$ cat src/rtl/fifo_stream_pkg.sv
// Shared types for the read-domain stream path: reader FSM states and the
// {last,data} word held in the output buffer.
package fifo_stream_pkg;

  localparam int STREAM_DW = 10;

  typedef enum logic [1:0] {
    IDLE    = 2'd0,
    BURST   = 2'd1,
    TRICKLE = 2'd2
  } rd_state_e;

  typedef struct packed {
    logic                 last;
    logic [STREAM_DW-1:0] data;
  } stream_word_t;

  function automatic stream_word_t make_word(input logic last, input logic [STREAM_DW-1:0] data);
    stream_word_t w;
    w.last = last;
    w.data = data;
    return w;
  endfunction

endpackage

$ cat src/rtl/skid_buf2.sv
// Two-entry output buffer: entry0 is always the head, so the stream outputs
// come straight from flops and stay stable while the consumer stalls.
module skid_buf2
  import fifo_stream_pkg::*;
(
  input  logic         clk,
  input  logic         rst,
  input  logic         push,
  input  stream_word_t push_word,
  input  logic         pop,
  output stream_word_t head,
  output logic [1:0]   occ
);

  stream_word_t entry0;
  stream_word_t entry1;
  logic [1:0]   occ_q;
  logic         do_pop;

  assign do_pop = pop & (occ_q != 2'd0);

  // occupancy and entry shifting; a push when full cannot happen because
  // the reader gates its pops on occ<2
  always_ff @(posedge clk) begin
    if (rst) begin
      entry0 <= '0;
      entry1 <= '0;
      occ_q  <= 2'd0;
    end else begin
      case (occ_q)
        2'd0: begin
          if (push) begin
            entry0 <= push_word;
            occ_q  <= 2'd1;
          end
        end
        2'd1: begin
          if (push && do_pop) begin
            entry0 <= push_word;
          end else if (push) begin
            entry1 <= push_word;
            occ_q  <= 2'd2;
          end else if (do_pop) begin
            occ_q  <= 2'd0;
          end
        end
        2'd2: begin
          if (do_pop) begin
            entry0 <= entry1;
            if (push) begin
              entry1 <= push_word;
            end else begin
              occ_q  <= 2'd1;
            end
          end
        end
        default: begin
          occ_q <= 2'd0;
        end
      endcase
    end
  end

  assign head = entry0;
  assign occ  = occ_q;

endmodule

$ cat src/rtl/fifo_burst_reader.sv
// Drains a first-word-fall-through FIFO into a valid/ready stream framed as
// BURST_LEN-beat packets, releasing stragglers as 1-beat packets after TIMEOUT.
module fifo_burst_reader
  import fifo_stream_pkg::*;
#(
  parameter int DW        = 10,
  parameter int BURST_LEN = 4,
  parameter int AE_LEVEL  = 4,
  parameter int TIMEOUT   = 64
) (
  input  logic          r_clk,
  input  logic          r_rst,
  input  logic [DW-1:0] fifo_dat,
  input  logic          fifo_empty,
  input  logic          fifo_almost_empty,
  output logic          fifo_r_en,
  output logic          m_valid,
  output logic [DW-1:0] m_data,
  output logic          m_last,
  input  logic          m_ready,
  output logic [15:0]   pkt_cnt
);

  localparam int BW = $clog2(BURST_LEN + 1);
  localparam int TW = $clog2(TIMEOUT + 1);
  localparam logic [BW-1:0] LAST_BEAT = BW'(BURST_LEN - 1);
  localparam logic [TW-1:0] TIMER_END = TW'(TIMEOUT - 1);

  if (BURST_LEN < 1 || BURST_LEN > AE_LEVEL + 1) begin : g_bad_burst_len
    $error("fifo_burst_reader: BURST_LEN must be in 1..AE_LEVEL+1");
  end
  if (TIMEOUT < 1) begin : g_bad_timeout
    $error("fifo_burst_reader: TIMEOUT must be >= 1");
  end
  if (DW != STREAM_DW) begin : g_bad_dw
    $error("fifo_burst_reader: DW must match fifo_stream_pkg::STREAM_DW");
  end

  rd_state_e     state;
  logic [BW-1:0] beat_cnt;
  logic [TW-1:0] timer;
  logic [1:0]    occ;
  logic          pop;
  logic          last_tag;
  stream_word_t  push_word;
  stream_word_t  head;

  // Only registered terms plus fifo_empty; m_ready never reaches the FIFO.
  assign pop       = ~r_rst & (state != IDLE) & ~fifo_empty & (occ != 2'd2);
  assign fifo_r_en = pop;
  assign push_word = make_word(last_tag, fifo_dat);

  // packet framing tag for the word being popped this cycle
  always_comb begin
    if (state == TRICKLE) begin
      last_tag = 1'b1;
    end else if (state == BURST) begin
      last_tag = (beat_cnt == LAST_BEAT);
    end else begin
      last_tag = 1'b0;
    end
  end

  // reader FSM with beat and idle-timeout counters
  always_ff @(posedge r_clk) begin
    if (r_rst) begin
      state    <= IDLE;
      beat_cnt <= '0;
      timer    <= '0;
    end else begin
      case (state)
        IDLE: begin
          if (!fifo_almost_empty) begin
            state    <= BURST;
            beat_cnt <= '0;
            timer    <= '0;
          end else if (!fifo_empty) begin
            if (timer == TIMER_END) begin
              state <= TRICKLE;
              timer <= '0;
            end else begin
              timer <= timer + TW'(1);
            end
          end else begin
            timer <= '0;
          end
        end
        BURST: begin
          if (pop) begin
            if (beat_cnt == LAST_BEAT) begin
              state    <= IDLE;
              beat_cnt <= '0;
            end else begin
              beat_cnt <= beat_cnt + BW'(1);
            end
          end
        end
        TRICKLE: begin
          // leave so a refilled FIFO gets re-framed as full bursts
          if (fifo_empty || (!fifo_almost_empty && !pop)) begin
            state <= IDLE;
            timer <= '0;
          end
        end
        default: begin
          state    <= IDLE;
          beat_cnt <= '0;
          timer    <= '0;
        end
      endcase
    end
  end

  // count packets as their last beat is accepted downstream
  always_ff @(posedge r_clk) begin
    if (r_rst) begin
      pkt_cnt <= 16'd0;
    end else if (m_valid && m_ready && m_last) begin
      pkt_cnt <= pkt_cnt + 16'd1;
    end else begin
      pkt_cnt <= pkt_cnt;
    end
  end

  skid_buf2 u_buf (
    .clk       (r_clk),
    .rst       (r_rst),
    .push      (pop),
    .push_word (push_word),
    .pop       (m_ready),
    .head      (head),
    .occ       (occ)
  );

  assign m_valid = (occ != 2'd0);
  assign m_data  = head.data;
  assign m_last  = head.last;

endmodule

$ cat config.mk
export PLATFORM = sky130hd
export DESIGN_NAME = fifo_burst_reader
export DESIGN_NICKNAME = d
export VERILOG_FILES = /design/src/rtl/fifo_stream_pkg.sv /design/src/rtl/skid_buf2.sv /design/src/rtl/fifo_burst_reader.sv
export SDC_FILE = /design/constraint.sdc
export NUM_CORES = 1
export LEC_CHECK = 0
export ABC_AREA = 1
export CORE_MARGIN = 10
export CORE_UTILIZATION = 54
export CTS_CLUSTER_DIAMETER = 40
export DETAILED_ROUTE_END_ITERATION = 12
export PLACE_DENSITY = 0.78
export SYNTH_ARGS = -nofsm -noshare
export SYNTH_HDL_FRONTEND = slang
export SYNTH_HIERARCHICAL = 1
export SYNTH_SLANG_ARGS = --single-unit
$ cat constraint.sdc
create_clock -name r_clk -period 2 [get_ports r_clk]
set_clock_uncertainty 0.1 [all_clocks]
set_input_delay 0.4 -clock r_clk [delete_from_list [all_inputs] [get_ports r_clk]]
set_output_delay 0.4 -clock r_clk [all_outputs]
set_load 0.1 [all_outputs]
==> impl_metrics.py <==
metrics = {
    "status": {
        "status": "complete, no violations",
    },
    "routing": {
        "drtIter0Drc": 141,
        "firstDrtPassIters": 4,
        "drt_wl_total_um": 6800,
        "route.detailed.drc": 0,
        "vias_per_cell": 5.01,
        "vias": 2739,
        "final_antenna_net_count": 0,
        "wl_per_cell_um": 12.4,
    },
    "layout": {
        "stdcell_area_mm2": 0.00375,
        "nets": 494,
        "final_layout_size_suffix_gt1_share_pct": 21.2,
        "num_antenna_cells": 0,
        "area_delta_synth_final_pct": 31.7,
        "n_fill_cell": 424,
    },
    "logic_synthesis": {
        "synthesis.instances": 421,
        "synth_area_leaders": "dfxtp_1 (37%), nand2_1 (14%), inv_1 (8.4%)",
        "synth-main-ff-cell": "dfxtp_1",
        "synth_nets": 439,
        "synth-seq-cells": 52,
        "synth_top_cell_area_share_pct": 36.5,
        "yosysSeqAreaShare_pct": 36.5,
        "synth_area_per_cell_um2": 6.77,
        "synth.largest_area_cell": "dfxtp_1",
        "ys_warn_count": 6,
        "synth_area_mm2": 0.00285,
        "synth_edf_count": 0,
        "async_flop_share_pct": 0,
        "synthDistinctLibCells": 31,
    },
    "global_routing": {
        "grt_max_degree": 24,
        "grt.busiest_layer": "met2",
        "met1_usage_pct": 17.9,
        "grt_use_total_pct": 16.2,
        "grt-ovfl-total": 0,
        "grt_first_pass_wirelength_um": 11900,
        "antenna_found_initial": 0,
        "grt_pass1_vias": 2717,
        "met3_usage_pct": 5.17,
        "use_met2_pct": 28.6,
    },
    "sta": {
        "hold_violations": 0,
        "slew_headroom_pct": 67.2,
        "worst_pin_slew_ns": 0.492,
        "setup_slack_ns": 0.0806,
        "drv_slew": 0,
        "fin_tns_setup_ns": 0,
        "finalCritPeriodShare_pct": 96.0,
        "rsz0062_at_grt": "false",
        "fmax_mhz": 521,
        "period_minus_slack_ns": 1.92,
        "finalSetupViolCount": 0,
    },
    "power_and_ir_drop": {
        "p_leak_nw": 1.78,
        "ir_worst_vdd_v": 0.000514,
        "p_per_area_mw_per_mm2": 618,
    },
    "setup_path": {
        "crit_fanout": 2,
        "cp-start-kind": "input pin",
        "cp.required_ns": 1.50,
        "crit_path_end_kind": "output pin",
        "crit_type": "input pin to output pin",
        "reg2reg_depth": 9,
        "arrival_ns": 1.42,
        "r2r_slack_ns": 0.25,
    },
    "floorplanning": {
        "std_cell_rows": 26,
        "dieArea_mm2": 0.00858,
        "die_y_um": 92.7,
        "initial_core_util_pct": 55.8,
        "coreArea_mm2": 0.00511,
        "io-pin-count": 44,
        "die_x_um": 92.7,
    },
    "cts": {
        "tritoncts": "built",
        "path_clk_slew_ns": 0.09,
        "cts.sinks": 52,
        "clock_latency_ns": 0.31,
        "cts_buffers": 5,
        "clk_path_buf_depth": 2,
        "cts-resized-gates": 0,
        "cts_root_buf": "clkbuf_8",
        "cts-htree-levels": 2,
    },
    "placement": {
        "port_buffers": 43,
        "place_congestion": 0.861,
        "postPlaceCellArea_mm2": 0.00363,
        "dp_hpwl_um": 5180,
        "place_ws_ns": -0.0900,
    },
    "flow_run": {
        "maxCapViolations": 0,
    },
    "worst_hold_path": {
        "min_path_cells": 2,
        "hold_class": "register to register",
    },
}
cell families (layout without fill, tap and decap cells):
family	count (synthesis)	in the layout	share of synthesized area [%]
and+or+nand+nor	215	215	35.1
buffers and inverters	81	137	12.9
AOI/OAI and AO/OA	68	68	13.6
DFF	52	52	36.5
adders and majority gates	3	3	1.32
xor gates and xnor gates	2	2	0.615
worst paths after layout:
check / to / from
setup / recovery: fifo_r_en / fifo_empty
hold / removal: beat_cnt[2]$_SDFFE_PP0P_ / beat_cnt[2]$_SDFFE_PP0P_
setup reg to reg: u_buf/entry1[3]$_SDFFE_PP0P_ / u_buf/occ[0]$_SDFFE_PP0P_
hold reg to reg: beat_cnt[2]$_SDFFE_PP0P_ / beat_cnt[2]$_SDFFE_PP0P_
what timing repair did:
action	in CTS	in global routing
setup buffers	1	0
setup endpoints to repair	1	0
endpoints found under the hold margin	0	0
hold buffers	0	0
metrics by stage:
stage / instances / hold WS (ns) / power [mW] / util (%)
floorplan: 421 / 0.350 / 1.46 / -
global placement: 538 / 0.370 / 1.59 / 71.1
detailed placement: 538 / 0.377 / 1.61 / 71.1
CTS: 547 / 0.392 / 2.33 / 73.5
global route: 547 / 0.442 / 2.40 / 73.5
finish: 547 / 0.384 / 2.32 / 73.5
area by class of cell:
| cell class | instances | area, um^2 | area share [%] |
|---|---|---|---|
| Sequential cell | 52 | 1050 | 28.0 |
| Inverter | 68 | 259 | 6.90 |
| Clock inverter | 3 | 42.5 | 1.13 |
| Tap cell | 70 | 87.6 | 2.33 |
| Timing Repair Buffer | 61 | 793 | 21.1 |
| Clock buffer | 5 | 68.8 | 1.83 |
| Multi-Input combinational cell | 288 | 1450 | 38.7 |
flip-flops by register name, summed over array words and instances, names as in the netlist:
register and count:
u_buf/head 11, state 2, timer 7, pkt_cnt 16, u_buf/entry1 11, beat_cnt 3
u_buf/occ 2
per-layer routing:
layer  part of all wire [%]  wire [um]  up-vias
met4                    1.8        122        0
li1                       -          -     1423
met1                     43       2930     1246
met2                     49       3350       58
met5                      0          0        -
met3                    5.8        394       12
placed cells by master, fill, tap and decap left out, types with 3 or more instances in the layout:
| master | count |
|---|---|
| clkdlybuf4s50_1 | 14 |
| a21oi_2 | 10 |
| o21ai_0 | 21 |
| nand3_1 | 17 |
| inv_2 | 4 |
| nor3_1 | 3 |
| ha_1 | 3 |
| buf_12 | 24 |
| nor2_1 | 60 |
| inv_1 | 63 |
| nand3_2 | 11 |
| nand2_2 | 5 |
| dfxtp_2 | 7 |
| nand2_1 | 104 |
| o21ai_1 | 8 |
| buf_4 | 23 |
| a21oi_1 | 25 |
| clkbuf_8 | 5 |
| nand4_1 | 5 |
| dfxtp_1 | 45 |
worst max-delay path: stages:
cell             delay, ns
clkdlybuf4s50_1       0.45
nor2_1                0.15
nand3_2               0.12
clkinvlp_4            0.11
buf_12                0.17
synth_stat cells (6+ instances only):
| cell type | instances |
|---|---|
| nor2_1 | 60 |
| inv_1 | 64 |
| nand3_1 | 17 |
| buf_6 | 6 |
| a21oi_2 | 10 |
| dfxtp_1 | 52 |
| nand3_2 | 11 |
| o21ai_0 | 21 |
| o21ai_1 | 8 |
| nand2_1 | 104 |
| a21oi_1 | 25 |
power breakdown:
| part | internal, mW | switching, mW | total, mW | leakage (nW) |
|---|---|---|---|---|
| registers | 1.07 | 0.0283 | 1.10 | 0.424 |
| clock network | 0.371 | 0.362 | 0.733 | 0.0541 |
| logic | 0.155 | 0.331 | 0.486 | 1.30 |
No activity file was read; power rests on OpenSTA's default activity.
